==> config.mk <==
export PLATFORM = sky130hd
export DESIGN_NAME = pcs_tx_gearbox_ctrl
export DESIGN_NICKNAME = d
export VERILOG_FILES = /design/src/rtl/pcs_pkg.sv /design/src/rtl/pcs_cadence_mon.sv /design/src/rtl/pcs_tx_gearbox_ctrl.sv
export SDC_FILE = /design/constraint.sdc
export NUM_CORES = 1
export LEC_CHECK = 0
export CAP_MARGIN = 20
export CORE_MARGIN = 4
export CORE_UTILIZATION = 51
export DETAILED_ROUTE_END_ITERATION = 8
export PLACE_DENSITY = 0.87
export REMOVE_ABC_BUFFERS = 1
export SYNTH_ARGS = -nofsm -noshare
export SYNTH_HDL_FRONTEND = slang
export SYNTH_SLANG_ARGS = --single-unit
==> constraint.sdc <==
create_clock -name i_clk -period 2.6 [get_ports i_clk]
set_input_delay 0.26 -clock i_clk [delete_from_list [all_inputs] [get_ports i_clk]]
set_output_delay 0.26 -clock i_clk [all_outputs]
set_load 0.01 [all_outputs]
==> src/rtl/pcs_pkg.sv <==
// Shared PCS TX definitions: sync headers, the idle control block and controller state types.
package pcs_pkg;

    localparam int unsigned BLK_DATA_W = 64;
    localparam int unsigned HDR_W      = 2;
    localparam int unsigned WORD_W     = 32;

    localparam logic [HDR_W-1:0]      SYNC_DATA     = 2'b01;
    localparam logic [HDR_W-1:0]      SYNC_CTRL     = 2'b10;
    localparam logic [7:0]            BLK_TYPE_IDLE = 8'h1E;
    localparam logic [BLK_DATA_W-1:0] IDLE_BLOCK    = {56'h0, BLK_TYPE_IDLE};

    typedef enum logic [1:0] {
        ST_RESET,
        ST_INIT,
        ST_RUN
    } ctrl_state_t;

    typedef enum logic {
        PH_LO,
        PH_HI
    } phase_t;

    // One 66-bit encoded block: sync header above the payload.
    typedef struct packed {
        logic [HDR_W-1:0]      hdr;
        logic [BLK_DATA_W-1:0] data;
    } pcs_blk_t;

    localparam pcs_blk_t IDLE_BLK = '{hdr: SYNC_CTRL, data: IDLE_BLOCK};

endpackage

==> src/rtl/pcs_cadence_mon.sv <==
// Watches the gearbox pause cadence: words between pauses must be PAUSE_PERIOD-1; raises a sticky error.
module pcs_cadence_mon #(
    parameter int unsigned PAUSE_PERIOD = 32
) (
    input  logic i_clk,
    input  logic i_reset_n,
    input  logic i_valid,
    input  logic i_pause,
    output logic o_cadence_err
);

    localparam int unsigned       CNT_W   = 6;
    localparam logic [CNT_W-1:0]  CNT_MAX = CNT_W'(PAUSE_PERIOD);
    localparam logic [CNT_W-1:0]  CNT_EXP = CNT_W'(PAUSE_PERIOD - 1);

    logic [CNT_W-1:0] word_cnt_q, word_cnt_d;
    logic             seen_pause_q, seen_pause_d;
    logic             err_q, err_d;

    // The first pause only aligns the counter; later pauses are checked against it.
    always_comb begin
        word_cnt_d   = word_cnt_q;
        seen_pause_d = seen_pause_q;
        err_d        = err_q;
        if (i_pause) begin
            if (seen_pause_q && (word_cnt_q != CNT_EXP)) begin
                err_d = 1'b1;
            end
            seen_pause_d = 1'b1;
            word_cnt_d   = '0;
        end else if (i_valid && (word_cnt_q != CNT_MAX)) begin
            word_cnt_d = word_cnt_q + 1'b1;
        end
        if (word_cnt_q == CNT_MAX) begin
            err_d = 1'b1;
        end
    end

    always_ff @(posedge i_clk) begin
        if (!i_reset_n) begin
            word_cnt_q   <= '0;
            seen_pause_q <= 1'b0;
            err_q        <= 1'b0;
        end else begin
            word_cnt_q   <= word_cnt_d;
            seen_pause_q <= seen_pause_d;
            err_q        <= err_d;
        end
    end

    assign o_cadence_err = err_q;

endmodule

==> src/rtl/pcs_tx_gearbox_ctrl.sv <==
// Feeds 66-bit encoded blocks to the 32-bit TX gearbox as low/high word pairs, inserting idles as needed.
// Optional statistics counters are enabled with the PCS_TX_GB_CTRL_STATS_EN macro.
module pcs_tx_gearbox_ctrl
    import pcs_pkg::*;
#(
    parameter int unsigned PAUSE_PERIOD     = 32,
    parameter int unsigned INIT_IDLE_BLOCKS = 4
) (
    input  logic                  i_clk,
    input  logic                  i_reset_n,
    input  logic [BLK_DATA_W-1:0] i_blk_data,
    input  logic [HDR_W-1:0]      i_blk_hdr,
    input  logic                  i_blk_valid,
    output logic                  o_blk_ready,
    input  logic                  i_gb_pause,
    output logic [WORD_W-1:0]     o_gb_data,
    output logic [HDR_W-1:0]      o_gb_hdr,
    output logic                  o_gb_sob,
    output logic                  o_gb_valid,
    output logic                  o_cadence_err
`ifdef PCS_TX_GB_CTRL_STATS_EN
    ,
    output logic [15:0]           o_idle_ins_cnt,
    output logic [15:0]           o_pause_cnt
`endif
);

    localparam int unsigned            INIT_CNT_W = 4;
    localparam logic [INIT_CNT_W-1:0]  INIT_LAST  = INIT_CNT_W'(INIT_IDLE_BLOCKS - 1);

    ctrl_state_t           state_q, state_d;
    phase_t                phase_q, phase_d;
    pcs_blk_t              blk_q, blk_d;
    logic [INIT_CNT_W-1:0] init_cnt_q, init_cnt_d;
    logic                  valid_q, valid_d;

    logic advance_c;
    logic hi_adv_c;
    logic blk_ready_c;

    assign advance_c   = valid_q && !i_gb_pause;
    assign hi_adv_c    = advance_c && (phase_q == PH_HI);
    // Never claim acceptance in a cycle whose state is about to be discarded by reset.
    assign blk_ready_c = i_reset_n && hi_adv_c && (state_q == ST_RUN);

    always_comb begin
        state_d    = state_q;
        phase_d    = phase_q;
        blk_d      = blk_q;
        init_cnt_d = init_cnt_q;
        valid_d    = valid_q;

        if (advance_c) begin
            phase_d = (phase_q == PH_LO) ? PH_HI : PH_LO;
        end

        case (state_q)
            ST_RESET: begin
                valid_d = 1'b1;
                state_d = ST_INIT;
            end
            ST_INIT: begin
                if (hi_adv_c) begin
                    blk_d      = IDLE_BLK;
                    init_cnt_d = init_cnt_q + 1'b1;
                    if (init_cnt_d >= INIT_LAST) begin
                        state_d = ST_RUN;
                    end
                end
            end
            ST_RUN: begin
                if (hi_adv_c) begin
                    blk_d = i_blk_valid ? '{hdr: i_blk_hdr, data: i_blk_data} : IDLE_BLK;
                end
            end
            default: begin
                state_d = ST_RESET;
            end
        endcase
    end

    always_ff @(posedge i_clk) begin
        if (!i_reset_n) begin
            state_q    <= ST_RESET;
            phase_q    <= PH_LO;
            blk_q      <= IDLE_BLK;
            init_cnt_q <= '0;
            valid_q    <= 1'b0;
        end else begin
            state_q    <= state_d;
            phase_q    <= phase_d;
            blk_q      <= blk_d;
            init_cnt_q <= init_cnt_d;
            valid_q    <= valid_d;
        end
    end

    assign o_gb_data   = (phase_q == PH_LO) ? blk_q.data[WORD_W-1:0] : blk_q.data[BLK_DATA_W-1:WORD_W];
    assign o_gb_hdr    = blk_q.hdr;
    assign o_gb_sob    = (phase_q == PH_LO) && valid_q;
    assign o_gb_valid  = valid_q;
    assign o_blk_ready = blk_ready_c;

    pcs_cadence_mon #(
        .PAUSE_PERIOD (PAUSE_PERIOD)
    ) u_cadence_mon (
        .i_clk         (i_clk),
        .i_reset_n     (i_reset_n),
        .i_valid       (valid_q),
        .i_pause       (i_gb_pause),
        .o_cadence_err (o_cadence_err)
    );

`ifdef PCS_TX_GB_CTRL_STATS_EN
    localparam int unsigned STAT_W = 16;

    logic [STAT_W-1:0] idle_ins_cnt_q, idle_ins_cnt_d;
    logic [STAT_W-1:0] pause_cnt_q, pause_cnt_d;

    // Idle insertions saturate; pause cycles wrap.
    always_comb begin
        idle_ins_cnt_d = idle_ins_cnt_q;
        pause_cnt_d    = pause_cnt_q;
        if (blk_ready_c && !i_blk_valid && (idle_ins_cnt_q != '1)) begin
            idle_ins_cnt_d = idle_ins_cnt_q + 1'b1;
        end
        if (i_gb_pause) begin
            pause_cnt_d = pause_cnt_q + 1'b1;
        end
    end

    always_ff @(posedge i_clk) begin
        if (!i_reset_n) begin
            idle_ins_cnt_q <= '0;
            pause_cnt_q    <= '0;
        end else begin
            idle_ins_cnt_q <= idle_ins_cnt_d;
            pause_cnt_q    <= pause_cnt_d;
        end
    end

    assign o_idle_ins_cnt = idle_ins_cnt_q;
    assign o_pause_cnt    = pause_cnt_q;
`endif

endmodule

==> results.json <==
{
  "endpoint_kind": "primary output",
  "drtIter0Drc": 116,
  "drt_first_pass_iters": 4,
  "cp_max_fo": 11,
  "netlist.area_leader.share_pct": 44.7,
  "maxCapViolCount": 0,
  "final.setup_skew_ns": 0.00736,
  "vias_per_cell": 5.38,
  "postSynthCellCount": 374,
  "ctsRootBufferMaster": "clkbuf_8",
  "coreArea_um2": 6910,
  "ant_nets": 0,
  "whs_ns": 0.454,
  "instances_no_fill": 570,
  "slew_headroom_pct": 51.7,
  "row_count": 30,
  "antenna_found_initial": 0,
  "cts_setup_buffers": 0,
  "grt_usage_pct": 21.2,
  "dpl.hpwl_mm": 6.46,
  "finalCritPeriodShare_pct": 89.0,
  "yosys-top-cells-area": "dfxtp_1, a22oi_2, mux2_2",
  "syn_avg_cell_area_um2": 9.81,
  "grt_max_degree": 67,
  "rsz0062_at_grt": "false",
  "grt_overflow": 0,
  "dieWidth_um": 92.8,
  "area_growth_pct": 36.3,
  "cts_resized": 0,
  "layout_min_cycle_time_ns": 2.31,
  "ys_ff_latch": 82,
  "crit_required_ns": 2.34,
  "numPortBuffers": 107,
  "synth_seq_area_share_pct": 44.7,
  "grt_pass1_wl_mm": 14.8,
  "initial_core_util_pct": 53.1,
  "numCtsBuffers": 9,
  "antenna_cells": 0,
  "routedWlPerCell_um": 16.2,
  "cts_buffer_depth": 2,
  "fin_ws_ns": 0.286,
  "cpPeakStageDelay_ns": 0.54,
  "fin_total_pwr_mw": 2.51,
  "nNetsFinal": 543,
  "status": "finished, final reports clean",
  "drt-total-wl_mm": 9.22,
  "p_leak_nw": 1.75,
  "max_clock_freq_mhz": 432,
  "clkTransAtPathRegs_ns": 0.09,
  "dp_cells": 554,
  "grt_pass1_vias": 3164,
  "clock_sinks": 82,
  "finalInstanceArea_um2": 5000,
  "setup_viol": 0,
  "finalHoldViolCount": 0,
  "pre_cts_ws_ns": 0.255,
  "yosys.area.top_type": "dfxtp_1",
  "yosysUniqueCellTypes": 36,
  "hold_class": "flip-flop to flip-flop",
  "startpoint_type": "flip-flop",
  "vias": 3069,
  "drcViolationCount": 0,
  "crit_type": "flip-flop to primary output",
  "cp_data_arrival_time_ns": 2.05,
  "cts_hold_buf": 0,
  "cpMaxStageDelayCell": "clkdlybuf4s50_1",
  "die-height_um": 92.8,
  "vdd_drop_max_v": 0.000240,
  "worst_pin_slew_ns": 0.721,
  "htree_levels": 3,
  "power.density_nw_per_um2": 502,
  "cts_tree": "done",
  "netlist_area_um2": 3670,
  "clock_latency_ns": 0.34,
  "gp_congestion": 0.778,
  "dieArea_um2": 8620,
  "path_cells": "buf_4, and3b_1, and3_1, clkdlybuf4s50_1",
  "placed_cell_area_um2": 4770,
  "drive_above_1_share_pct": 22.2,
  "timing.final.max_slew_violations": 0,
  "ys_warn_count": 0,
  "boundaryPins": 108
}
==> kinds of logic (layout without fill, tap and decap cells) <==
group | Yosys count | count (layout) | synth area share (%)
buffers and inverters | 39 | 139 | 6.00
DFF | 82 | 82 | 44.7
and+or+nand+nor | 126 | 126 | 15.7
AOI/OAI and AO/OA | 83 | 83 | 20.4
xor gates and xnor gates | 7 | 7 | 1.67
adders and majority gates | 4 | 4 | 1.36
muxes | 33 | 33 | 10.1
==> sequential cells by signal (all words and copies together) (netlist names) <==
register / count
u_cadence_mon.word_cnt_q: 6
o_gb_valid: 1
blk_q: 64
o_gb_hdr: 2
state_q: 2
phase_q: 1
u_cadence_mon.seen_pause_q: 1
u_cadence_mon.o_cadence_err: 1
init_cnt_q: 4
==> layer usage <==
| metal | track usage [%] | routed length [um] |
|---|---|---|
| met5 | 0 | 0 |
| met4 | 6.35 | 80 |
| met3 | 5.04 | 563 |
| met2 | 37.4 | 4570 |
| met1 | 25.4 | 4010 |
==> area by class of cell <==
type                    count  area (um^2)
fillers                   499         1910
multi-input cells         253         1820
flip-flops and latches     82         1640
repair buffers            117         1170
clock buffers              10          138
well taps                  96          120
clock inverters             6         88.8
inverters                   6         22.5
==> stage by stage <==
step                setup TNS, ns  util (%)
finish                          0      72.4
global route                    0      72.4
CTS                             0      72.4
detailed placement              0      69.1
global placement                0      69.1
floorplan                  -53.43         -
==> critical path: cells and delay by family, from the launching register on <==
kind	cells	cell delay [ns]
buffers and inverters	2	0.74
and+or+nand+nor	2	0.64
DFF	1	0.33
==> synthesized netlist by cell type (all sizes together) <==
library cell,count
dfxtp,82
nor2,61
a22oi,43
mux2,32
a21oi,24
nand2,22
nand4,20
clkbuf,17
buf,16
o21ai,9
inv,6
nor3,5
ha,4
xor2,4
and2,3
and3,3
nor2b,3
xnor2,3
a211oi,2
nand3,2
or2,2
or3,2
a311oi,1
a31o,1
a32oi,1
and3b,1
mux2i,1
nand2b,1
nor4b,1
o21a,1
o311ai,1
==> final timing paths <==
path	slack, ns	end	start	depth (start not counted)
setup / recovery	0.29	o_blk_ready	phase_q$_SDFFE_PN0P_	4
hold / removal	0.45	blk_q[63]$_SDFFE_PN0P_	blk_q[63]$_SDFFE_PN0P_	2
setup reg to reg	0.48	blk_q[45]$_SDFFE_PN0P_	phase_q$_SDFFE_PN0P_	6
hold reg to reg	0.45	blk_q[63]$_SDFFE_PN0P_	blk_q[63]$_SDFFE_PN0P_	2
==> cell usage in the layout, fill, tap and decap left out, drive strengths merged, types with 2 or more instances in the layout <==
master / count
and2: 3
ha: 4
clkinvlp: 2
bufinv: 2
inv: 7
xnor2: 3
nor2b: 3
o21ai: 9
nand2: 22
or2: 2
clkbuf: 10
mux2: 32
nand4: 20
buf: 10
clkdlybuf4s50: 107
a211oi: 2
a21oi: 24
nor2: 61
a22oi: 43
dfxtp: 82
nand3: 2
or3: 2
and3: 3
xor2: 4
nor3: 5
==> power breakdown <==
part	total (mW)	internal [mW]	switching, mW
Clock	1.03	0.569	0.457
Sequential	1.27	1.26	0.00560
Combinational	0.220	0.134	0.0863
(Power assumes the default switching activity.)
